### src/rtl/multicore_pkg.sv
// Shared types for the multicore run controller: FSM states and per-core status codes.
package multicore_pkg;

   localparam int unsigned ST_W = 2;

   typedef enum logic [1:0] {
      S_IDLE = 2'd0,
      S_RUN  = 2'd1,
      S_FIN  = 2'd2
   } run_state_t;

   typedef logic [ST_W-1:0] core_st_t;

   localparam core_st_t ST_OFF   = 2'b00;
   localparam core_st_t ST_RUN   = 2'b01;
   localparam core_st_t ST_DONE  = 2'b10;
   localparam core_st_t ST_ABORT = 2'b11;

endpackage

### src/rtl/multicore_run_ctrl_if.sv
// Run-control bus between the requester/processor array and multicore_run_ctrl.
interface multicore_run_ctrl_if #(
   parameter int unsigned NUM_CORES = 4,
   parameter int unsigned CNT_W     = 16
);
   logic                   start;
   logic [NUM_CORES-1:0]   core_mask;
   logic [NUM_CORES-1:0]   end_process;
   logic [2*NUM_CORES-1:0] status;
   logic                   busy;
   logic                   done;
   logic                   timed_out;
   logic [CNT_W-1:0]       cycle_count;

   modport master (
      output start, core_mask, end_process,
      input  status, busy, done, timed_out, cycle_count
   );

   modport slave (
      input  start, core_mask, end_process,
      output status, busy, done, timed_out, cycle_count
   );
endinterface

### src/rtl/core_status_slot.sv
// One core's 2-bit run status; reports whether it is finished (or completing this edge).
module core_status_slot
   import multicore_pkg::*;
(
   input  logic     clock,
   input  logic     reset_n,
   input  logic     load,
   input  logic     mask_in,
   input  logic     enabled,
   input  logic     running,
   input  logic     end_process,
   input  logic     abort,
   output core_st_t status,
   output logic     complete_c
);

   logic finish_c;

   assign finish_c   = running && enabled && (status == ST_RUN) && end_process;
   // Non-participating or already-resolved cores never hold a run open.
   assign complete_c = (status != ST_RUN) || finish_c;

   always_ff @(posedge clock or negedge reset_n) begin
      if (!reset_n) begin
         status <= ST_OFF;
      end else if (load) begin
         status <= mask_in ? ST_RUN : ST_OFF;
      end else if (finish_c) begin
         status <= ST_DONE;
      end else if (running && abort && (status == ST_RUN)) begin
         status <= ST_ABORT;
      end
   end

endmodule

### src/rtl/multicore_run_ctrl.sv
// Launches a run on a set of cores, tracks completion and run length.
// Define RUN_CTRL_TIMEOUT_EN to abort runs reaching TIMEOUT_CYCLES; otherwise the counter saturates.
module multicore_run_ctrl
   import multicore_pkg::*;
#(
   parameter int unsigned NUM_CORES      = 4,
   parameter int unsigned CNT_W          = 16,
   parameter int unsigned TIMEOUT_CYCLES = 16'hFFFF
) (
   input logic                  clock,
   input logic                  reset_n,
   multicore_run_ctrl_if.slave  bus
);

   localparam logic [CNT_W-1:0] CNT_MAX = '1;

   if (NUM_CORES < 1 || NUM_CORES > 16) begin : g_bad_cores
      $error("NUM_CORES out of range");
   end
   if (TIMEOUT_CYCLES == 0 || TIMEOUT_CYCLES > 32'(CNT_MAX)) begin : g_bad_timeout
      $error("TIMEOUT_CYCLES out of range");
   end

   run_state_t             state;
   logic [NUM_CORES-1:0]   run_mask;
   logic [CNT_W-1:0]       cycle_count;
   logic                   busy;
   logic                   done;
   logic                   timed_out;
   logic [2*NUM_CORES-1:0] status;

   logic                   accept_c;
   logic                   running_c;
   logic [CNT_W-1:0]       cnt_inc_c;
   logic [NUM_CORES-1:0]   complete_c;
   logic                   all_done_c;
   logic                   timeout_c;

   assign accept_c   = bus.start && (|bus.core_mask) && (state != S_RUN);
   assign running_c  = (state == S_RUN);
   assign cnt_inc_c  = (cycle_count == CNT_MAX) ? cycle_count : cycle_count + CNT_W'(1);
   assign all_done_c = &complete_c;

`ifdef RUN_CTRL_TIMEOUT_EN
   // Completion on the timeout edge wins over the abort.
   assign timeout_c = running_c && (cnt_inc_c == CNT_W'(TIMEOUT_CYCLES)) && !all_done_c;
`else
   assign timeout_c = 1'b0;
`endif

   for (genvar i = 0; i < NUM_CORES; i++) begin : g_slot
      core_status_slot u_slot (
         .clock       (clock),
         .reset_n     (reset_n),
         .load        (accept_c),
         .mask_in     (bus.core_mask[i]),
         .enabled     (run_mask[i]),
         .running     (running_c),
         .end_process (bus.end_process[i]),
         .abort       (timeout_c),
         .status      (status[2*i +: 2]),
         .complete_c  (complete_c[i])
      );
   end

   // Run FSM with counter and registered flags.
   always_ff @(posedge clock or negedge reset_n) begin
      if (!reset_n) begin
         state       <= S_IDLE;
         run_mask    <= '0;
         cycle_count <= '0;
         busy        <= 1'b0;
         done        <= 1'b0;
         timed_out   <= 1'b0;
      end else begin
         case (state)
            S_IDLE, S_FIN: begin
               if (accept_c) begin
                  state       <= S_RUN;
                  run_mask    <= bus.core_mask;
                  cycle_count <= '0;
                  busy        <= 1'b1;
                  done        <= 1'b0;
                  timed_out   <= 1'b0;
               end
            end
            S_RUN: begin
               cycle_count <= cnt_inc_c;
               if (all_done_c) begin
                  state     <= S_FIN;
                  busy      <= 1'b0;
                  done      <= 1'b1;
                  timed_out <= 1'b0;
               end else if (timeout_c) begin
                  state     <= S_FIN;
                  busy      <= 1'b0;
                  done      <= 1'b1;
                  timed_out <= 1'b1;
               end
            end
            default: state <= S_IDLE;
         endcase
      end
   end

   assign bus.status      = status;
   assign bus.busy        = busy;
   assign bus.done        = done;
   assign bus.timed_out   = timed_out;
   assign bus.cycle_count = cycle_count;

endmodule

### src/flat_wrapper.sv
// flat-port wrapper written by rule: the top's interface ports become plain ports
module multicore_run_ctrl_flat import multicore_pkg::*;
#(
   parameter int unsigned NUM_CORES      = 4,
   parameter int unsigned CNT_W          = 16,
   parameter int unsigned TIMEOUT_CYCLES = 16'hFFFF
)
  (clock, reset_n, bus_start, bus_core_mask, bus_end_process, bus_status, bus_busy, bus_done, bus_timed_out, bus_cycle_count);
  multicore_run_ctrl_if #(.NUM_CORES(NUM_CORES), .CNT_W(CNT_W)) bus_i ();
  input logic clock;
  input logic reset_n;
  input wire logic [$bits(bus_i.start)-1:0] bus_start;
  input wire logic [$bits(bus_i.core_mask)-1:0] bus_core_mask;
  input wire logic [$bits(bus_i.end_process)-1:0] bus_end_process;
  output wire logic [$bits(bus_i.status)-1:0] bus_status;
  output wire logic [$bits(bus_i.busy)-1:0] bus_busy;
  output wire logic [$bits(bus_i.done)-1:0] bus_done;
  output wire logic [$bits(bus_i.timed_out)-1:0] bus_timed_out;
  output wire logic [$bits(bus_i.cycle_count)-1:0] bus_cycle_count;
  assign bus_i.start = bus_start;
  assign bus_i.core_mask = bus_core_mask;
  assign bus_i.end_process = bus_end_process;
  assign bus_status = bus_i.status;
  assign bus_busy = bus_i.busy;
  assign bus_done = bus_i.done;
  assign bus_timed_out = bus_i.timed_out;
  assign bus_cycle_count = bus_i.cycle_count;
  multicore_run_ctrl #(.NUM_CORES(NUM_CORES), .CNT_W(CNT_W), .TIMEOUT_CYCLES(TIMEOUT_CYCLES)) u_core (.clock(clock), .reset_n(reset_n), .bus(bus_i));
endmodule
### config.mk
export PLATFORM = sky130hd
export DESIGN_NAME = multicore_run_ctrl_flat
export DESIGN_NICKNAME = d
export VERILOG_FILES = /design/src/rtl/multicore_pkg.sv /design/src/rtl/multicore_run_ctrl_if.sv /design/src/rtl/core_status_slot.sv /design/src/rtl/multicore_run_ctrl.sv /design/src/flat_wrapper.sv
export SDC_FILE = /design/constraint.sdc
export NUM_CORES = 1
export LEC_CHECK = 0
export ABC_AREA = 1
export CAP_MARGIN = 15
export CORE_ASPECT_RATIO = 2
export CORE_MARGIN = 4
export CORE_UTILIZATION = 45
export DETAILED_ROUTE_END_ITERATION = 10
export HOLD_SLACK_MARGIN = 0.08
export PLACE_DENSITY = 0.77
export SLEW_MARGIN = 0
export SYNTH_ARGS = -nofsm -noshare
export SYNTH_HDL_FRONTEND = slang
export SYNTH_SLANG_ARGS = --single-unit
### constraint.sdc
create_clock -name clock -period 1.3 [get_ports clock]
set_input_delay 0.325 -clock clock [delete_from_list [all_inputs] [get_ports clock]]
set_output_delay 0.325 -clock clock [all_outputs]
set_load 0.03 [all_outputs]
# --- Word-level counts from Yosys, hierarchy flattened ---
# Cells that the tools add are included.
totals:
  elab_cells: 82
  input_bits: 11
  output_inout_bits: 27
  register_bits: 33
classes:
  muxes: 25
  eq_ne: 15
  add_sub_neg: 1
  reduce_logical: 31
ops:
  columns: ["operator", "count"]
  rows:
  - ["$mux W16", 2]
  - ["$pmux W16 S2", 1]
  - ["$mux W2", 10]
  - ["$add A16 B1 Y16 const B", 1]
  - ["$eq A16 B16 Y1 const B", 1]
  - ["$logic_and A1 B1 Y1", 14]
  - ["$ne A2 B1 Y1 const B", 7]
  - ["$eq A2 B1 Y1 const B", 5]
  - ["$reduce_bool A2 Y1", 5]
  - ["$mux W1", 8]
  - ["$pmux W1 S2", 3]
  - ["$reduce_and A3 Y1", 2]
  - ["$logic_or A1 B1 Y1", 4]
  - ["$pmux W2 S2", 1]
  - ["$reduce_and A2 Y1", 2]
  - ["$reduce_and A4 Y1", 1]
  - ["$reduce_or A4 Y1", 1]
  - ["$eq A2 B2 Y1 const B", 1]
  - ["$logic_not A2 Y1", 1]
  - ["$ne A2 B2 Y1 const B", 1]
  - ["$reduce_or A2 Y1", 1]

# --- Logic depth before layout (Yosys ltp) ---
# Gate-level depths: netlist of the first run.
logic_depth:
  depth_word: 8
  ltp_mapped: 10
  depth_no_buf: 9

# --- Hierarchy ---
# Synthesis of the first run repeated with hierarchy kept, for this count alone.
hier_totals:
  cells_unflattened: 256
  hier_area_um2: 1796.7
by_module_without_submodules:
  columns: ["module", "cells_each", "seq_area_each_um2", "instances", "area_per_inst_um2"]
  rows:
  - ["multicore_run_ctrl", 184, 600.6, 1, 1341.3]
  - ["core_status_slot", 18, 50.0, 4, 113.9]

# --- Worst setup path before layout of the first run ---
# Ideal clock, no wire load.
synth_path:
  path_type: "flip-flop to flip-flop"
  start: "register u_core.cycle_count[1], in the netlist u_core.bus.cycle_count[1]"
  end: "register u_core.cycle_count[7], in the netlist u_core.bus.cycle_count[7]"
  path_buffers: 1
  t_required_ns: 1.183
  arrival_ns: 1.588
  slack_ns: -0.405
  stages_incl_launch_ff: 10
  setup_ns: 0.117
  period_less_slack_ns: 1.705
  cell_sequence: "dfrtp_1 -> ha_1 -> nand2_1 -> nor2_2 -> nand2_2 -> nor2_2 -> o21ai_1 -> buf_4 -> nand2_1 -> nand2_1"
synth_via:
  elab_chain_len: 3
  word_cells_on_any_way: 6
  cone_classes: "1 x add/sub; 2 x eq/ne; 2 x mux; 1 x reduce/logical"
synth_rtl:
  columns: ["element", "line_no", "rtl"]
  rows:
  - ["start: declaration", "multicore_run_ctrl.sv:26", "logic [CNT_W-1:0] cycle_count;"]
  - ["start signal: assignment", "multicore_run_ctrl.sv:88", "cycle_count <= cnt_inc_c;"]
  - ["$add A16 B1 Y16 or $eq A16 B16 Y1 (tied branches)", "multicore_run_ctrl.sv:41", "assign cnt_inc_c = (cycle_count == CNT_MAX) ? cycle_count : cycle_count + CNT_W'(1);"]
  - ["$mux W16 or $ne A2 B2 Y1 (tied branches)", null, null]
  - ["$pmux W16 S2 or $reduce_and A3 Y1 (tied branches)", null, null]
# Parallel ways exist; a longest one is shown, timed or not. The select of a mux whose other input is x is not followed.
# A chain may end at the register's enable or synchronous reset.

# --- Worst setup path in the final report of the first run ---
layout_path:
  start: "register u_core.cycle_count[2], in the netlist u_core.bus.cycle_count[2]"
  end: "output port bus_cycle_count[2]"
layout_rtl:
  columns: ["element", "line_no", "rtl"]
  rows:
  - ["end: declaration", "flat_wrapper.sv:19", "output wire logic [$bits(bus_i.cycle_count)-1:0] bus_cycle_count;"]
# No word-level cell between the ends.

==> results of run 1 <==
==> how the worst max path moves through the flow <==
stage / cells after the start / from / endpoint
final: 3 / u_core.bus.cycle_count[2] / bus_cycle_count[2]
after global routing: 9 / u_core.bus.cycle_count[1] / u_core.bus.cycle_count[11]
after CTS: 9 / u_core.bus.cycle_count[1] / u_core.bus.cycle_count[13]
after detailed placement: 8 / bus_end_process[2] / u_core.bus.busy
after global placement: 8 / bus_end_process[2] / u_core.bus.busy
after floorplan: 10 / u_core.bus.cycle_count[1] / u_core.bus.cycle_count[11]
==> area by class of cell <==
cell class              instances  area, sq um
inverters                      29        112.6
clock inverters                 2        35.03
clock buffers                   6        72.57
multi-input cells             170        919.6
flip-flops and latches         32        805.8
well taps                      49        61.31
repair buffers                 78        718.2
fillers                       283        959.7
==> timing repair <==
action                                  CTS  global route
gates cloned                              1             0
gates resized for setup                  21            33
setup buffers                             1             7
endpoints found under the setup margin   37            44
pin swaps                                 4             9
==> flip-flops by register name, summed over array words and instances, names as in the netlist <==
signal and flops:
u_core.bus.done 1, u_core.run_mask 4, u_core.state 2, u_core.bus.cycle_count 16
u_core.bus.busy 1, u_core.g_slot.u_slot.status 8
==> where the power goes <==
group / switching, W / internal (W)
clock network: 0.000367 / 0.000568
registers: 0.000304 / 0.00135
logic: 0.00187 / 0.00131
==> per-stage QoR <==
step | setup WS (ns) | power [W] | instance area, sq um | std cells | TNS [ns]
after global routing | -0.1639 | 0.006140 | 2725 | 366 | -2.225
after floorplan | -0.2201 | 0.003206 | 1788 | 237 | -2.967
after global placement | -0.3784 | 0.004283 | 2376 | 349 | -7.533
final | -0.1269 | 0.005770 | 2725 | 366 | -0.7605
after CTS | -0.08776 | 0.005473 | 2566 | 359 | -1.062
after detailed placement | -0.3647 | 0.004343 | 2376 | 349 | -7.990
==> cells in the mapped netlist <==
library cell | instances | area (sq um)
clkbuf_1 | 1 | 3.750
dfrtp_1 | 32 | 800.8
nor2_1 | 21 | 78.83
ha_1 | 1 | 12.51
inv_1 | 29 | 108.9
o21ai_0 | 16 | 80.08
xor2_1 | 3 | 26.28
o21bai_1 | 3 | 22.52
o21ai_1 | 11 | 55.05
o21ai_2 | 3 | 26.28
buf_2 | 3 | 15.01
buf_6 | 1 | 11.26
nand2_1 | 67 | 251.5
nor2_4 | 1 | 11.26
nand4_1 | 10 | 62.56
nor3_1 | 1 | 5.000
conb_1 | 1 | 3.750
nand2_2 | 1 | 6.260
nand3_1 | 26 | 130.1
buf_4 | 2 | 15.01
nor2_2 | 4 | 25.02
==> worst max-delay path, cell delays in order, from the launching register on <==
cell and delay, ns:
dfrtp_1 0.42, buf_4 0.15, buf_4 0.12, buf_6 0.13
==> metal layers <==
layer	vias up	share of wire (%)	GRT usage, %
met4	0	3.7	11.60
met2	55	60	43.38
li1	920	-	-
met3	17	3.4	2.791
met1	890	33	19.37
met5	-	0	0
==> placed cells by master (no fill, tap or decap), types with 10 or more instances in the layout <==
| cell type | Yosys | final |
|---|---|---|
| inv_1 | 29 | 26 |
| buf_4 | 2 | 44 |
| nor2_1 | 21 | 16 |
| o21ai_0 | 16 | 10 |
| buf_6 | 1 | 22 |
| nand3_1 | 26 | 24 |
| nand2_1 | 67 | 62 |
| dfrtp_1 | 32 | 28 |
| nand4_1 | 10 | 10 |
| o21ai_1 | 11 | 11 |
| clkdlybuf4s50_1 | 0 | 10 |
==> kinds of logic (layout without fill, tap and decap cells) <==
logic type | after synthesis | in the layout
other cells | 1 | 1
xor+xnor | 3 | 3
simple gates | 131 | 132
buf+inv | 36 | 115
compound gates | 33 | 33
flops | 32 | 32
fa+ha+maj | 1 | 1
==> impl_metrics.toml, run 1 <==
[yosys]
syn-num-nets = 249
synth_top_family_by_area = "simple AND/OR/NAND/NOR gates"
postSynthCellCount = 237
ys_warn_count = 0
syn_area_sq_um = 1752
ys_seq_area_share_pct = 45.71
yosys.area_share.simple_pct = 32.57
synth_compound_area_share_pct = 10.50
synth_seq_cells = 32
synth.distinct_cells = 21
synthAdderAreaFrac_pct = 0.7143
postSynthAreaPerCell_sq_um = 7.391
synth_xor_area_share_pct = 1.500
muxShareOfSynthArea_pct = 0

[floorplanning]
die_h_um = 96.24
rows = 31
start_util_pct = 47.54
io_pins = 38
chipWidth_um = 52.12
core-area_sq_um = 3685
dieArea_sq_um = 5015

[worst_setup_path]
critPathLaunchType = "flop"
worstPathRequired_ns = 0.98
rr_endpoint = "u_core.bus.cycle_count[3]"
r2r_setup_slack_ns = -0.06
rr_worst_depth = 9
cp-end-kind = "output port"
crit_fanout = 4
cp.arrival_ns = 1.10
r2r-start = "u_core.bus.cycle_count[0]"
critical_path_class = "flop to output port"

[final_layout]
finish.utilization_pct = 73.96
n_antenna_cell = 0
synthToLayoutAreaGrowth_pct = 55.57
drive_gt1_share_pct = 35.02
layout.nets = 328

[timing]
finalHoldViolCount = 0
finalCritPeriodShare_pct = 109.8
finClkSkew_ns = 0.007922
clock.fmax_ghz = 0.7008
setup_slack_ns = -0.1269
drv_slew = 0
period_needed_ns = 1.427
setup_viol = 19
hold_ws_ns = 0.4117
rsz0062_at_grt = "yes"

[global_routing]
grt-ovfl-total = 0
grt_pass1_vias = 1917
grt_pass1_wl_um = 8155
grtUsageTotal_pct = 21.59
grt_max_degree = 33
antenna_found_initial = 0

[drt]
vias_per_cell = 5.142
drt_wl_total_um = 5006
postRouteAntennaNets = 0
drt_iter0_drc = 29
post_drt_wl_per_cell_um = 13.68
drc = 0
drt-pass1-iter-count = 4
vias = 1882

[power_and_ir_drop]
p_per_area_nw_per_um2 = 2117
leakagePower_nw = 1.294
ir_drop_mv = 1.899

[clock_tree]
cts_root_buf = "clkbuf_8"
clkLatencyLatePin_ns = 0.28
clkTransAtPathRegs_ns = 0.07
htreeDepth = 2
cts_buffers = 5
cts_max_path_buffers = 2
cts.sinks = 32
cts_tree = "built"
postCtsHoldBufs = 0

[place]
gp_congestion = 0.8739
place_hpwl_um = 3642
io_buffer_count = 36

[flow_run]
timing.max_cap.violations = 0

[run_status]
status = "finished with violations"
violations = "setup timing"

[min_path]
min-delay-path-class = "input port to asynchronous set/reset pin"
Power figures use the tool's default switching activity.
==> inputs of run 2 (changes only) <==
ABC_CLOCK_PERIOD_IN_PS = 1300   (was not set)
CORE_ASPECT_RATIO = not set   (was 2)
==> run 2 against run 1 <==
Against the previous run:
- the flow still finishes with violations (setup timing)
- flip-flop and latch count unchanged
- core utilization up 2.0 points
- clock skew up 0.0016 ns
- first-iteration DRC count rose to 4.0 times the previous value
- register-to-register slack worse by 0.03 ns
- cell count up 1.6%
- sequential share of layout area down 1.1 points
- largest cell class unchanged
- clock-buffer cell count up 1
- total power up 1.3%
- worst hold slack worse by 0.0035 ns
==> impl_metrics.toml, run 2 (synthesis gave the netlist of run 1 again) <==
[run_status]
status = "finished with violations"
violations = "setup timing"

[timing]
clock.fmax_ghz = 0.7205
finClkSkew_ns = 0.009546
period_needed_ns = 1.388
finalHoldViolCount = 0
drv_slew = 0
setup_tns_ns = -0.9079
rsz0062_at_grt = "yes"
setup_viol = 17
setup_slack_ns = -0.08795
finalCritPeriodShare_pct = 106.8

[final_layout]
layout_commonest_cell = "nand2_1"
top_register = "u_core.bus.cycle_count"
fillers = 271
layout.nets = 336
drive_gt1_share_pct = 37.35
stdcell_count = 372
synthToLayoutAreaGrowth_pct = 61.14
largest_reg_flops = 16
n_antenna_cell = 0
finalInstanceArea_sq_um = 2823
mostFrequentLayoutCells = "60 x nand2_1, 41 x buf_4, 33 x buf_6, 29 x dfrtp_1, 26 x inv_1"
largest_registers = "u_core.bus.cycle_count (16), u_core.g_slot.u_slot.status (8), u_core.run_mask (4)"

[global_routing]
grt-ovfl-total = 0
grt_util_met2_pct = 33.99
use_met1_pct = 24.00
grt_max_degree = 33
grt_util_met3_pct = 5.612
grt_pass1_wl_um = 7810
antenna_found_initial = 0
grtUsageTotal_pct = 20.02
busiest_layer = "met2"
grt_pass1_vias = 1751

[power_and_ir_drop]
leakagePower_nw = 1.380
ir_drop_mv = 1.324
p_per_area_nw_per_um2 = 2070

[floorplanning]
core-area_sq_um = 3716
dieArea_sq_um = 4955
io_pins = 38
die_h_um = 70.39
start_util_pct = 47.14
chipWidth_um = 70.39
rows = 22

[worst_setup_path]
cp.arrival_ns = 1.57
critPathLaunchType = "flop"
worstPathRequired_ns = 1.48
critical_path_class = "flop to flop"
rr_worst_depth = 9
cp-end-kind = "flop"
crit_fanout = 12

[drt]
vias_per_cell = 5.027
vias = 1870
drc = 0
drt_wl_total_um = 4890
drt-pass1-iter-count = 4
post_drt_wl_per_cell_um = 13.15
drt_iter0_drc = 117
postRouteAntennaNets = 0

[flow_run]
timing.max_cap.violations = 0

[clock_tree]
cts_root_buf = "clkbuf_8"
htreeDepth = 2
clkTransAtPathRegs_ns = 0.07
cts_max_path_buffers = 2
cts_buffers = 5
cts_tree = "built"
cts.sinks = 32
clkLatencyLatePin_ns = 0.29

[place]
dpl.cell_count = 353
gp_congestion = 0.8639
place_hpwl_um = 3396
io_buffer_count = 36
place_area_sq_um = 2412

[min_path]
min-delay-path-class = "input port to asynchronous set/reset pin"
-- run 2: critical path, cell delays in order (launching register included) --
cell,delay [ns]
dfrtp_2,0.39
ha_4,0.15
nand2_4,0.06
nor2_4,0.11
nand2_4,0.08
nor2_4,0.14
o21ai_2,0.08
buf_12,0.15
nand2_1,0.06
o21ai_1,0.05
-- run 2: power breakdown --
group / internal, W / leakage [nW] / switching, W
clock network: 0.000471 / 0.0503 / 0.000365
logic: 0.00148 / 0.913 / 0.00190
registers: 0.00135 / 0.416 / 0.000276
total: 0.00331 / 1.38 / 0.00254
-- run 2: layer usage --
metal | up-vias | wire length (um)
li1 | 937 | -
met1 | 877 | 1998
met2 | 52 | 2581
met3 | 4 | 276
met4 | 0 | 34
met5 | - | 0
-- run 2: cell type report --
class / instances / area [sq um] / share of cell area, %
Clock buffer: 7 / 96.34 / 3.413
Inverter: 29 / 115.1 / 4.078
Multi-Input combinational cell: 170 / 924.6 / 32.76
Tap cell: 48 / 60.06 / 2.128
Timing Repair Buffer: 86 / 822.0 / 29.12
Sequential cell: 32 / 804.5 / 28.50
-- run 2: repair_timing --
item,4_1_cts,5_1_grt
setup buffers,0,11
endpoints found under the hold margin,0,0
hold buffers,0,0
gates resized for setup,28,43
cloned,1,0
pin swaps,8,8
endpoints found under the setup margin,40,48
-- run 2: worst paths after layout --
| check | startpoint | slack [ns] | to |
|---|---|---|---|
| max in group asynchronous | reset_n | 0.70 | u_core.bus.cycle_count[9] |
| worst max-delay path | u_core.bus.cycle_count[0] | -0.09 | u_core.bus.cycle_count[5] |
| min in group clock | bus_end_process[3] | 0.43 | u_core.g_slot[3].u_slot.status[1] |
| worst max register to register | u_core.bus.cycle_count[0] | -0.09 | u_core.bus.cycle_count[5] |
| worst min register to register | u_core.bus.busy | 0.49 | u_core.bus.busy |
| worst min-delay path | reset_n | 0.41 | u_core.bus.cycle_count[5] |
-- run 2: per-stage QoR --
step | util [%] | worst slack [ns] | hold slack (ns) | power (W)
after global routing | 75.96 | -0.1919 | 0.4057 | 0.006260
after floorplan | - | -0.2201 | 0.02941 | 0.003206
after detailed placement | 64.92 | -0.3382 | 0.4696 | 0.004359
final | 75.96 | -0.08795 | 0.4082 | 0.005843
after CTS | 70.57 | -0.1313 | 0.4105 | 0.005439
after global placement | 64.92 | -0.3077 | 0.4672 | 0.004293
